`config.mk`:
```
export PLATFORM = sky130hd
export DESIGN_NAME = fetch_stage
export DESIGN_NICKNAME = d
export VERILOG_FILES = /design/src/rtl/fetch_pkg.sv /design/src/rtl/fetch_stage_if_id_reg.sv /design/src/rtl/fetch_stage.sv
export SDC_FILE = /design/constraint.sdc
export NUM_CORES = 1
export LEC_CHECK = 0
export CORE_ASPECT_RATIO = 1.5
export CORE_MARGIN = 1.5
export CORE_UTILIZATION = 30
export CTS_CLUSTER_SIZE = 24
export DETAILED_ROUTE_END_ITERATION = 10
export DONT_BUFFER_PORTS = 1
export SYNTH_ARGS = -nofsm -noshare
export SYNTH_HDL_FRONTEND = slang
export SYNTH_HIERARCHICAL = 1
export SYNTH_SLANG_ARGS = --single-unit
```
`constraint.sdc`:
```
create_clock -name clk -period 4.6 [get_ports clk]
set_input_delay 0.92 -clock clk [delete_from_list [all_inputs] [get_ports clk]]
set_output_delay 0.92 -clock clk [all_outputs]
set_load 0.01 [all_outputs]
```
`src/rtl/fetch_pkg.sv`:
```
// Shared constants and the IF/ID pipeline register type for the fetch stage.
package fetch_pkg;

    localparam int N       = 64;
    localparam int IMEM_AW = 7;
    localparam int INSTR_W = 32;

    localparam logic [INSTR_W-1:0] NOP_INSTR = 32'h8b1f03ff;

    typedef struct packed {
        logic [INSTR_W-1:0] instr;
        logic [N-1:0]       pc;
        logic               valid;
    } if_id_t;

    localparam if_id_t IF_ID_BUBBLE = '{instr: NOP_INSTR, pc: '0, valid: 1'b0};

endpackage

```
`src/rtl/fetch_stage_if_id_reg.sv`:
```
// IF/ID pipeline register: a bubble load beats hold, and hold beats a normal load.
import fetch_pkg::*;

module if_id_reg (
    input  logic   clk,
    input  logic   reset_n,
    input  logic   flush,
    input  logic   hold,
    input  if_id_t d,
    output if_id_t q
);

    always_ff @(posedge clk or negedge reset_n) begin
        if (!reset_n) begin
            q <= IF_ID_BUBBLE;
        end else if (flush) begin
            q <= IF_ID_BUBBLE;
        end else if (!hold) begin
            q <= d;
        end
    end

endmodule

```
`src/rtl/fetch_stage.sv`:
```
// Instruction-fetch stage: PC register, next-PC mux and the IF/ID register.
// Optional FETCH_PERF_EN adds fetch_cnt / bubble_cnt performance counters.
import fetch_pkg::*;

module fetch_stage (
    input  logic               clk,
    input  logic               reset_n,
    input  logic               stall,
    input  logic               flush,
    input  logic               br_taken,
    input  logic [N-1:0]       br_target,
    output logic [IMEM_AW-1:0] imem_addr,
    input  logic [INSTR_W-1:0] imem_q,
    output logic [INSTR_W-1:0] if_id_instr,
    output logic [N-1:0]       if_id_pc,
    output logic               if_id_valid,
    output logic               pc_oor
`ifdef FETCH_PERF_EN
    ,
    output logic [31:0]        fetch_cnt,
    output logic [31:0]        bubble_cnt
`endif
);

    logic [N-1:0] pc;
    logic [N-1:0] next_pc;
    logic         load_bubble;
    if_id_t       if_id_d;
    if_id_t       if_id_q;

    // Control: a redirect overrides everything; stall freezes both PC and IF/ID
    // unless a bubble is being loaded, in which case only the PC holds.
    assign load_bubble = br_taken | flush;

    always_comb begin
        next_pc = pc + 64'd4;
        if (br_taken) begin
            next_pc = br_target;
        end else if (stall) begin
            next_pc = pc;
        end
    end

    always_ff @(posedge clk or negedge reset_n) begin
        if (!reset_n) begin
            pc <= '0;
        end else begin
            pc <= next_pc;
        end
    end

    // Byte-offset bits are dropped; the index wraps past the end of the ROM.
    assign imem_addr = pc[IMEM_AW+1:2];
    assign pc_oor    = (|pc[N-1:IMEM_AW+2]) | (|pc[1:0]);

    assign if_id_d = '{instr: imem_q, pc: pc, valid: 1'b1};

    if_id_reg u_if_id_reg (
        .clk     (clk),
        .reset_n (reset_n),
        .flush   (load_bubble),
        .hold    (stall),
        .d       (if_id_d),
        .q       (if_id_q)
    );

    assign if_id_instr = if_id_q.instr;
    assign if_id_pc    = if_id_q.pc;
    assign if_id_valid = if_id_q.valid;

`ifdef FETCH_PERF_EN
    always_ff @(posedge clk or negedge reset_n) begin
        if (!reset_n) begin
            fetch_cnt  <= '0;
            bubble_cnt <= '0;
        end else if (load_bubble) begin
            bubble_cnt <= bubble_cnt + 32'd1;
        end else if (!stall) begin
            fetch_cnt <= fetch_cnt + 32'd1;
        end
    end
`endif

endmodule

```
==> results of run 1 <==
[area by class of cell]
type                    count  area [um^2]
diodes                      1         2.50
inverters                   7         26.3
flip-flops and latches    161         4050
repair buffers              2         15.0
multi-input cells         569         3610
clock buffers              17          425
well taps                 337          422
fillers                  2766        17900
clock inverters            15          150
[cells by family after synthesis]
| family | count (synthesis) | synth area share [%] |
|---|---|---|
| xor gates and xnor gates | 44 | 4.75 |
| muxes | 84 | 10.4 |
| DFF | 161 | 50.0 |
| other | 1 | 0.0462 |
| AOI/OAI and AO/OA | 92 | 7.39 |
| buffers and inverters | 64 | 5.59 |
| adders and majority gates | 1 | 0.154 |
| and+or+nand+nor | 347 | 21.7 |
[registers in the layout (all words and copies together), names as in the netlist]
name and cells:
u_if_id_reg/q 97, pc 64
[metrics by stage]
stage          cell area [um^2]  utilization [%]  setup WS [ps]  instances
6_report                   8700             32.7           1430       1109
5_1_grt                    8700             32.7           1420       1109
4_1_cts                    8700             32.7           1460       1108
3_5_place_dp               8120             30.6           1470       1076
3_3_place_gp               8120             30.6           1510       1076
2_1_floorplan              8110                -           1880        794
[metal layers]
layer | routed length [um] | part of all wire, % | up-vias | GRT usage [%]
met5 | 0 | 0 | - | 0
li1 | - | - | 2748 | -
met2 | 11800 | 51 | 231 | 28.9
met4 | 788 | 3.4 | 0 | 8.20
met1 | 8620 | 37 | 2907 | 18.0
met3 | 1800 | 7.8 | 43 | 5.90
[how the worst max path moves through the flow]
stage | depth (start not counted) | from | endpoint | slack, ps
after floorplan | 7 | stall | pc[57] | 1880
after global placement | 5 | stall | pc[50] | 1510
after detailed placement | 5 | stall | pc[50] | 1470
after CTS | 3 | pc[42] | pc_oor | 1460
after global routing | 3 | pc[54] | pc_oor | 1420
final | 3 | pc[42] | pc_oor | 1430
[Yosys cell counts (13+ instances only)]
master,count
dfrtp_1,142
nor2_1,105
mux2i_1,81
nand2_1,73
o21ai_0,45
nor4_1,33
xnor2_1,30
clkbuf_1,26
nand3_1,26
nand4_1,24
a211o_1,22
dfstp_2,19
nor2b_1,18
xor2_1,14
nor3_1,13
[worst max-delay path, stage by stage, from the launching register on]
cell and delay [ps]:
dfrtp_1 470, nor4_1 590, nand3_1 130, or4_1 610
[power groups by stage]
stage               logic, mW  registers [mW]  clock network, mW
global route            0.244            1.68               1.51
finish                  0.215            1.66               1.41
floorplan               0.257            1.62                  0
global placement        0.209            1.69                  0
detailed placement      0.215            1.69                  0
CTS                     0.217            1.66               1.46
[layout by cell type, fill, tap and decap left out, types with 8 or more instances in the layout]
master,synthesis,routed
xor2_1,14,14
clkbuf_16,0,17
a31oi_1,9,9
nand2_1,73,73
mux2i_1,81,81
nand3_1,26,26
nand4_1,24,24
o21ai_0,45,45
nor2b_1,18,18
nor3_1,13,13
a211o_1,22,22
nor4_1,33,33
and3_1,8,8
dfrtp_1,142,142
dfstp_2,19,19
xnor2_1,30,30
or4_1,11,11
nor2_1,105,105
==> impl_metrics.yaml, run 1 <==
run_status:
  status: "completed"
floorplanning:
  io_pins: 206
  core_area_um2: 26600
  die_x_um: 137
  start_util_pct: 30.5
  core.rowCount: 73
  die_y_um: 204
  die_area_um2: 28000
route:
  drc: 0
  drt-pass1-iter-count: 5
  ant_nets: 0
  wl_per_cell_um: 20.7
  wl_um: 23000
  viasPerCell: 5.35
  vias: 5929
  dr.first_iter.drc_count: 472
synthesis:
  ys_ff_latch: 161
  yosys.cell_types.count: 49
  netlist_area_um2: 8110
  syn_avg_cell_area_um2: 10.2
  synth_seq_area_share_pct: 50.0
  synth_top_cell_area_share_pct: 43.8
  yosys-top-cells-area: "dfrtp_1 44%, mux2i_1 10%, dfstp_2 6.2%"
  syn_inst: 794
  synth_area_leader_cell: "dfrtp_1"
  synth_flop_cell: "dfrtp_1"
  ys_async_sr_fraction_pct: 100
  yosys_warnings: 6
  syn-num-nets: 896
  synth-edff-count: 0
sta:
  relSlewSlack_pct: 46.8
  hold_viol_final: 0
  max_freq_mhz: 316
  hold_ws_ps: 170
  timing.final.crit_share_pct: 68.9
  worst_pin_slew_ps: 798
  setup_viol: 0
  rsz0062_at_grt: "false"
  slew_violations: 0
  fin_setup_tns_ps: 0
  min_period_ps: 3170
  finalClockSkew_ps: 11.8
clocking:
  post_cts_resized: 0
  hold_buffers: 0
  insertion_delay_ps: 450
  numCtsBuffers: 17
  clock-root-buffer: "clkbuf_16"
  cts.path.max_buffers: 2
  cts_tree: "built"
  cts-htree-levels: 4
  cts.sinks: 161
  postCtsSetupBuffers: 0
  clk_pin_slew_worst_paths_ps: 70
critical_path:
  critical_path_class: "flip-flop to primary output"
  cp_max_fo: 6
  worstSetupEndpointType: "primary output"
  cp-start-kind: "flip-flop"
  reg2reg_to: "pc[50]"
  worstReg2RegStart: "pc[5]"
  ff2ff_path_depth: 5
  r2r_slack_ps: 1720
  critPathRequiredTime_ps: 3680
  cp_data_arrival_time_ps: 2250
power_and_ir_drop:
  p_per_area_nw_per_um2: 378
  p_switching_mw: 0.908
  pwr-share-clk_pct: 42.9
  total_power_mw: 3.29
  p_leak_nw: 3.61
  internal_power_mw: 2.38
  ir_worst_vdd_uv: 265
  p_seq_share_pct: 50.5
  p_sw_share_pct: 27.6
  p_comb_share_pct: 6.5
finish:
  area_growth_pct: 7.28
  layout-drive-gt1-share_pct: 8.30
  finalNetCount: 860
global_route:
  grt_overflow: 0
  antenna_found_initial: 1
  grt_use_total_pct: 16.8
  grt_max_degree: 162
  grt_pass1_vias: 5757
  grt_pass1_wl_um: 34600
job:
  maxCapViolCount: 0
worst_hold_path:
  hold_class: "primary input to asynchronous set/reset pin"
placed_design:
  numPortBuffers: 0
  dp_hpwl_um: 16100
  place.gp.congestion: 0.820
(Power assumes the default switching activity.)
==> run 2, diff against run 1 <==
- clock period: 4.6 -> 2.7 ns (I/O delays scaled with it)
==> run 2 against run 1 <==
Effect of this change:
- the run now ends with negative hold slack left
- core utilization increased by 1.2 points
- clock power increased by 82%
- design area increased by 3.8%
- register-to-register slack got worse by 1400 ps
- non-clock buffer count increased by 29
- via count increased by 1.8%
- worst setup slack got worse by 1400 ps
- sequential power increased by 69%
- critical endpoint unchanged
- cell count increased by 2.7%
- sequential share of layout area decreased by 1.7 points
- clock skew decreased by 5.0 ps
- total power increased by 77%
==> impl_metrics.yaml, run 2 (synthesis gave the netlist of run 1 again) <==
route:
  top_layer: "met5"
  met2_length_um: 12700
  wl_um: 24200
  dr.first_iter.drc_count: 460
  wl_per_cell_um: 21.2
  drt-pass1-iter-count: 5
  ant_nets: 0
  vias: 6035
  drt-met1-wl_um: 8820
  viasPerCell: 5.30
  drc: 0
  wl_met3_um: 1920
sta:
  slew_violations: 0
  hold_viol_final: 142
  min_period_ps: 2640
  setup_viol: 0
  rsz0062_at_grt: "false"
  max_freq_mhz: 379
  finalClockSkew_ps: 6.77
  fin_setup_tns_ps: 0
  worst_pin_slew_ps: 554
  hold_ws_ps: -200
  timing.final.crit_share_pct: 97.7
  relSlewSlack_pct: 62.8
floorplanning:
  die_x_um: 137
  die_y_um: 204
  core.rowCount: 73
  io_pins: 206
  core_area_um2: 26600
  die_area_um2: 28000
  start_util_pct: 30.5
placed_design:
  numPortBuffers: 0
  dp_hpwl_um: 17100
  place.gp.congestion: 0.875
  placed_area_um2: 8340
critical_path:
  cpPeakStageDelay_ps: 520
  cp-start-kind: "flip-flop"
  cp_data_arrival_time_ps: 2100
  cp_max_fo: 7
  critPathTopFamily: "simple AND/OR/NAND/NOR gates"
  critPathSlowestCell: "nor4_1"
  path_cells: "nor4_1, nand4_1, or4_4"
  worstSetupEndpointType: "primary output"
  critPathRequiredTime_ps: 2160
  critical_path_buf_inv_count: 0
  critical_path_class: "flip-flop to primary output"
power_and_ir_drop:
  ir_worst_vdd_uv: 448
  p_per_area_nw_per_um2: 645
  p_leak_nw: 3.77
global_route:
  grt_overflow: 0
  grt_pass1_wl_um: 36400
  antenna_found_initial: 3
  grt_pass1_vias: 5968
  grt_use_total_pct: 17.6
  grt_max_degree: 162
clocking:
  postCtsSetupBuffers: 0
  cts.sinks: 161
  insertion_delay_ps: 440
  cts_tree: "built"
  numCtsBuffers: 17
  cts.path.max_buffers: 2
  clock-root-buffer: "clkbuf_16"
  clk_pin_slew_worst_paths_ps: 60
  cts-htree-levels: 4
finish:
  fillCellCount: 2726
  reg.largest.list: "u_if_id_reg/q x97, pc x64"
  final_common_cell: "dfrtp_1"
  finalNetCount: 889
  fin_area_um2: 9030
  layout-drive-gt1-share_pct: 12.5
  area_growth_pct: 11.3
  utilization_pct: 34.0
  regMostFlops: "u_if_id_reg/q"
  final_cell_mix: "142 x dfrtp_1, 105 x nor2_1, 81 x mux2i_1, 73 x nand2_1, 45 x o21ai_0"
  largest_reg_flops: 97
worst_hold_path:
  hold_class: "primary input to asynchronous set/reset pin"
job:
  maxCapViolCount: 0
run_status:
  status: "finished, violations left"
  failed_checks: "negative hold slack"
-- run 2: final timing paths --
kind,start,end,slack (ps),cells after the start
max,pc[44],pc_oor,60,3
min,reset_n,u_if_id_reg/q[51],-200,0
max reg2reg,pc[25],pc[50],330,5
min reg2reg,u_if_id_reg/q[77],u_if_id_reg/q[77],590,2
max in group asynchronous,reset_n,pc[34],2490,0
min in group clk,br_target[52],pc[52],210,2
-- run 2: layer usage --
layer	global-route usage (%)	vias up
met5	0	-
met4	7.52	2
met2	30.7	242
li1	-	2808
met3	6.37	44
met1	18.9	2939
-- run 2: cell type report --
| type | instances | area [um^2] | area share (%) |
|---|---|---|---|
| antenna | 2 | 5.00 | 0.0554 |
| clock buffer | 18 | 439 | 4.86 |
| clock inverter | 14 | 178 | 1.97 |
| inverter | 7 | 26.3 | 0.291 |
| multi-input combinational | 569 | 3670 | 40.7 |
| sequential | 161 | 4050 | 44.9 |
| tap | 337 | 422 | 4.67 |
| timing repair buffer | 31 | 233 | 2.58 |
-- run 2: what timing repair did --
| item | in CTS | in global routing |
|---|---|---|
| pin swaps | 0 | 0 |
| endpoints found under the setup margin | 1 | 1 |
| gates resized for setup | 6 | 4 |
| hold endpoints to repair | 161 | 142 |
-- run 2: worst reg2reg max path: cells and delay by family (launching register included) --
| family | cells | cell delay, ps |
|---|---|---|
| AO/OA/AOI/OAI | 1 | 170 |
| AND/OR/NAND/NOR | 4 | 1610 |
| flip-flops | 1 | 510 |
-- run 2: through the flow --
step | worst slack, ps | hold WS, ps | power [mW] | cells
after global routing | 23.3 | -225 | 6.07 | 1139
after floorplan | 355 | 244 | 3.20 | 794
after detailed placement | 305 | 252 | 3.29 | 1105
final | 61.9 | -200 | 5.83 | 1139
after global placement | 334 | 253 | 3.28 | 1105
after CTS | 0.552 | -231 | 5.91 | 1137
-- run 2: power breakdown --
group	internal (mW)	total, mW	switching (mW)	leakage, nW
clock	1.49	2.57	1.07	0.290
combinational	0.235	0.464	0.229	1.45
sequential	2.56	2.80	0.234	2.03
total	4.29	5.83	1.54	3.77
==> run 3, diff against run 2 <==
- CELL_PAD_IN_SITES_DETAIL_PLACEMENT: unset -> 0
- CELL_PAD_IN_SITES_GLOBAL_PLACEMENT: unset -> 1
- PLACE_DENSITY: unset -> 0.64
==> run 3 against run 2 <==
Effect of this change:
- the flow still finishes with violations (negative hold slack)
- largest cell class unchanged
- total power grew 0.26%
- flip-flop and latch count is the same
- core utilization is essentially flat
==> impl_metrics.yaml, run 3 (synthesis gave the netlist of run 1 again) <==
finish:
  utilization_pct: 34.0
  area_growth_pct: 11.3
  final_common_cell: "dfrtp_1"
  largest_reg_flops: 97
  multi_input_area_um2: 3640
  fillCellCount: 2715
  layout-drive-gt1-share_pct: 12.5
  finalNetCount: 891
  area.sequential_um2: 4050
  reg.largest.list: "u_if_id_reg/q x97, pc x64"
  final_cell_mix: "142 x dfrtp_1, 105 x nor2_1, 81 x mux2i_1, 73 x nand2_1, 45 x o21ai_0"
  regMostFlops: "u_if_id_reg/q"
critical_path:
  cp_max_fo: 9
  worstSetupEndpointType: "primary output"
  critPathRequiredTime_ps: 2160
  critical_path_class: "flip-flop to primary output"
  cp-start-kind: "flip-flop"
  cp_data_arrival_time_ps: 2120
sta:
  slew_violations: 0
  relSlewSlack_pct: 48.8
  rsz0062_at_grt: "false"
  min_period_ps: 2660
  worst_slack_ps: 43.9
  setup_viol: 0
  timing.final.crit_share_pct: 98.4
  hold_viol_final: 142
  worst_pin_slew_ps: 768
  fin_setup_tns_ps: 0
  hold_ws_ps: -209
  finalClockSkew_ps: 12.8
  max_freq_mhz: 376
route:
  top_layer: "met4"
  wl_met3_um: 1440
  dr.first_iter.drc_count: 296
  viasPerCell: 5.28
  wl_per_cell_um: 21.4
  drt-pass1-iter-count: 5
  vias: 6029
  drt-met1-wl_um: 9310
  met2_length_um: 12800
  drc: 0
  ant_nets: 0
  wl_um: 24400
global_route:
  grt_pass1_vias: 6114
  antenna_found_initial: 2
  grt_overflow: 0
  grt_max_degree: 162
  grt_pass1_wl_um: 36700
  grt_use_total_pct: 17.7
placed_design:
  numPortBuffers: 0
  dp_hpwl_um: 17200
  post-place-ws_ps: 295
  place.gp.congestion: 0.818
clocking:
  cts-htree-levels: 4
  numCtsBuffers: 17
  cts_tree: "built"
  insertion_delay_ps: 450
  postCtsSetupBuffers: 0
  cts.path.max_buffers: 2
  clk_pin_slew_worst_paths_ps: 70
  clock-root-buffer: "clkbuf_16"
  cts.sinks: 161
floorplanning:
  start_util_pct: 30.5
  die_x_um: 137
  die_area_um2: 28000
  core_area_um2: 26600
  die_y_um: 204
  core.rowCount: 73
  io_pins: 206
power_and_ir_drop:
  p_per_area_nw_per_um2: 647
  p_leak_nw: 3.79
  ir_worst_vdd_uv: 455
job:
  maxCapViolCount: 0
run_status:
  failed_checks: "negative hold slack"
  status: "finished, violations left"
worst_hold_path:
  hold_class: "primary input to asynchronous set/reset pin"
## run 3: cell count changes in the layout (fill, tap and decap cells not counted), sizes merged
cell	change
inv	-1
buf	+2
clkinv	+2
clkinvlp	-1
## run 3: worst paths after layout
check                                  startpoint                end  slack [ps]  cells past startpoint
max in group asynchronous                 reset_n  u_if_id_reg/q[66]        2580                      0
worst min register to register  u_if_id_reg/q[79]  u_if_id_reg/q[79]         590                      2
worst min-delay path                      reset_n  u_if_id_reg/q[18]        -210                      0
worst max-delay path                       pc[48]             pc_oor          40                      3
worst max register to register             pc[19]             pc[50]         310                      5
min in group clk                    br_target[52]             pc[52]         200                      2
## run 3: area by class of cell
type | count | share of cell area, %
antenna | 2 | 0.0554
clock buffer | 18 | 4.86
clock inverter | 14 | 1.98
inverter | 7 | 0.291
multi-input combinational | 569 | 40.4
sequential | 161 | 44.9
tap | 337 | 4.67
timing repair buffer | 33 | 2.88
## run 3: through the flow
stage	instance area, um^2	total power [mW]	hold WS [ps]	std cells
after floorplan	8110	3.20	244	794
after global placement	8370	3.29	254	1107
after detailed placement	8370	3.30	254	1107
after CTS	9020	5.92	-235	1139
after global routing	9030	6.08	-230	1141
final	9030	5.84	-209	1141
## run 3: metal layers
layer | vias to the layer above | GRT usage, %
met5 | - | 0
met3 | 42 | 4.76
met1 | 2996 | 19.5
met2 | 187 | 30.9
li1 | 2804 | -
met4 | 0 | 9.14
## run 3: where the power goes
| group | switching, mW | internal [mW] | total (mW) |
|---|---|---|---|
| Sequential | 0.219 | 2.56 | 2.78 |
| Clock | 1.09 | 1.49 | 2.58 |
| Combinational | 0.241 | 0.239 | 0.480 |
| Total | 1.55 | 4.30 | 5.84 |
## run 3: critical path: stages, from the launching register on
cell	delay [ps]
dfrtp_1	510
nor4_2	390
nand4_1	180
or4_4	600
## run 3: repair_timing
| item | CTS | global route |
|---|---|---|
| endpoints found under the setup margin | 1 | 1 |
| endpoints found under the hold margin | 161 | 150 |
| resized for setup | 5 | 1 |
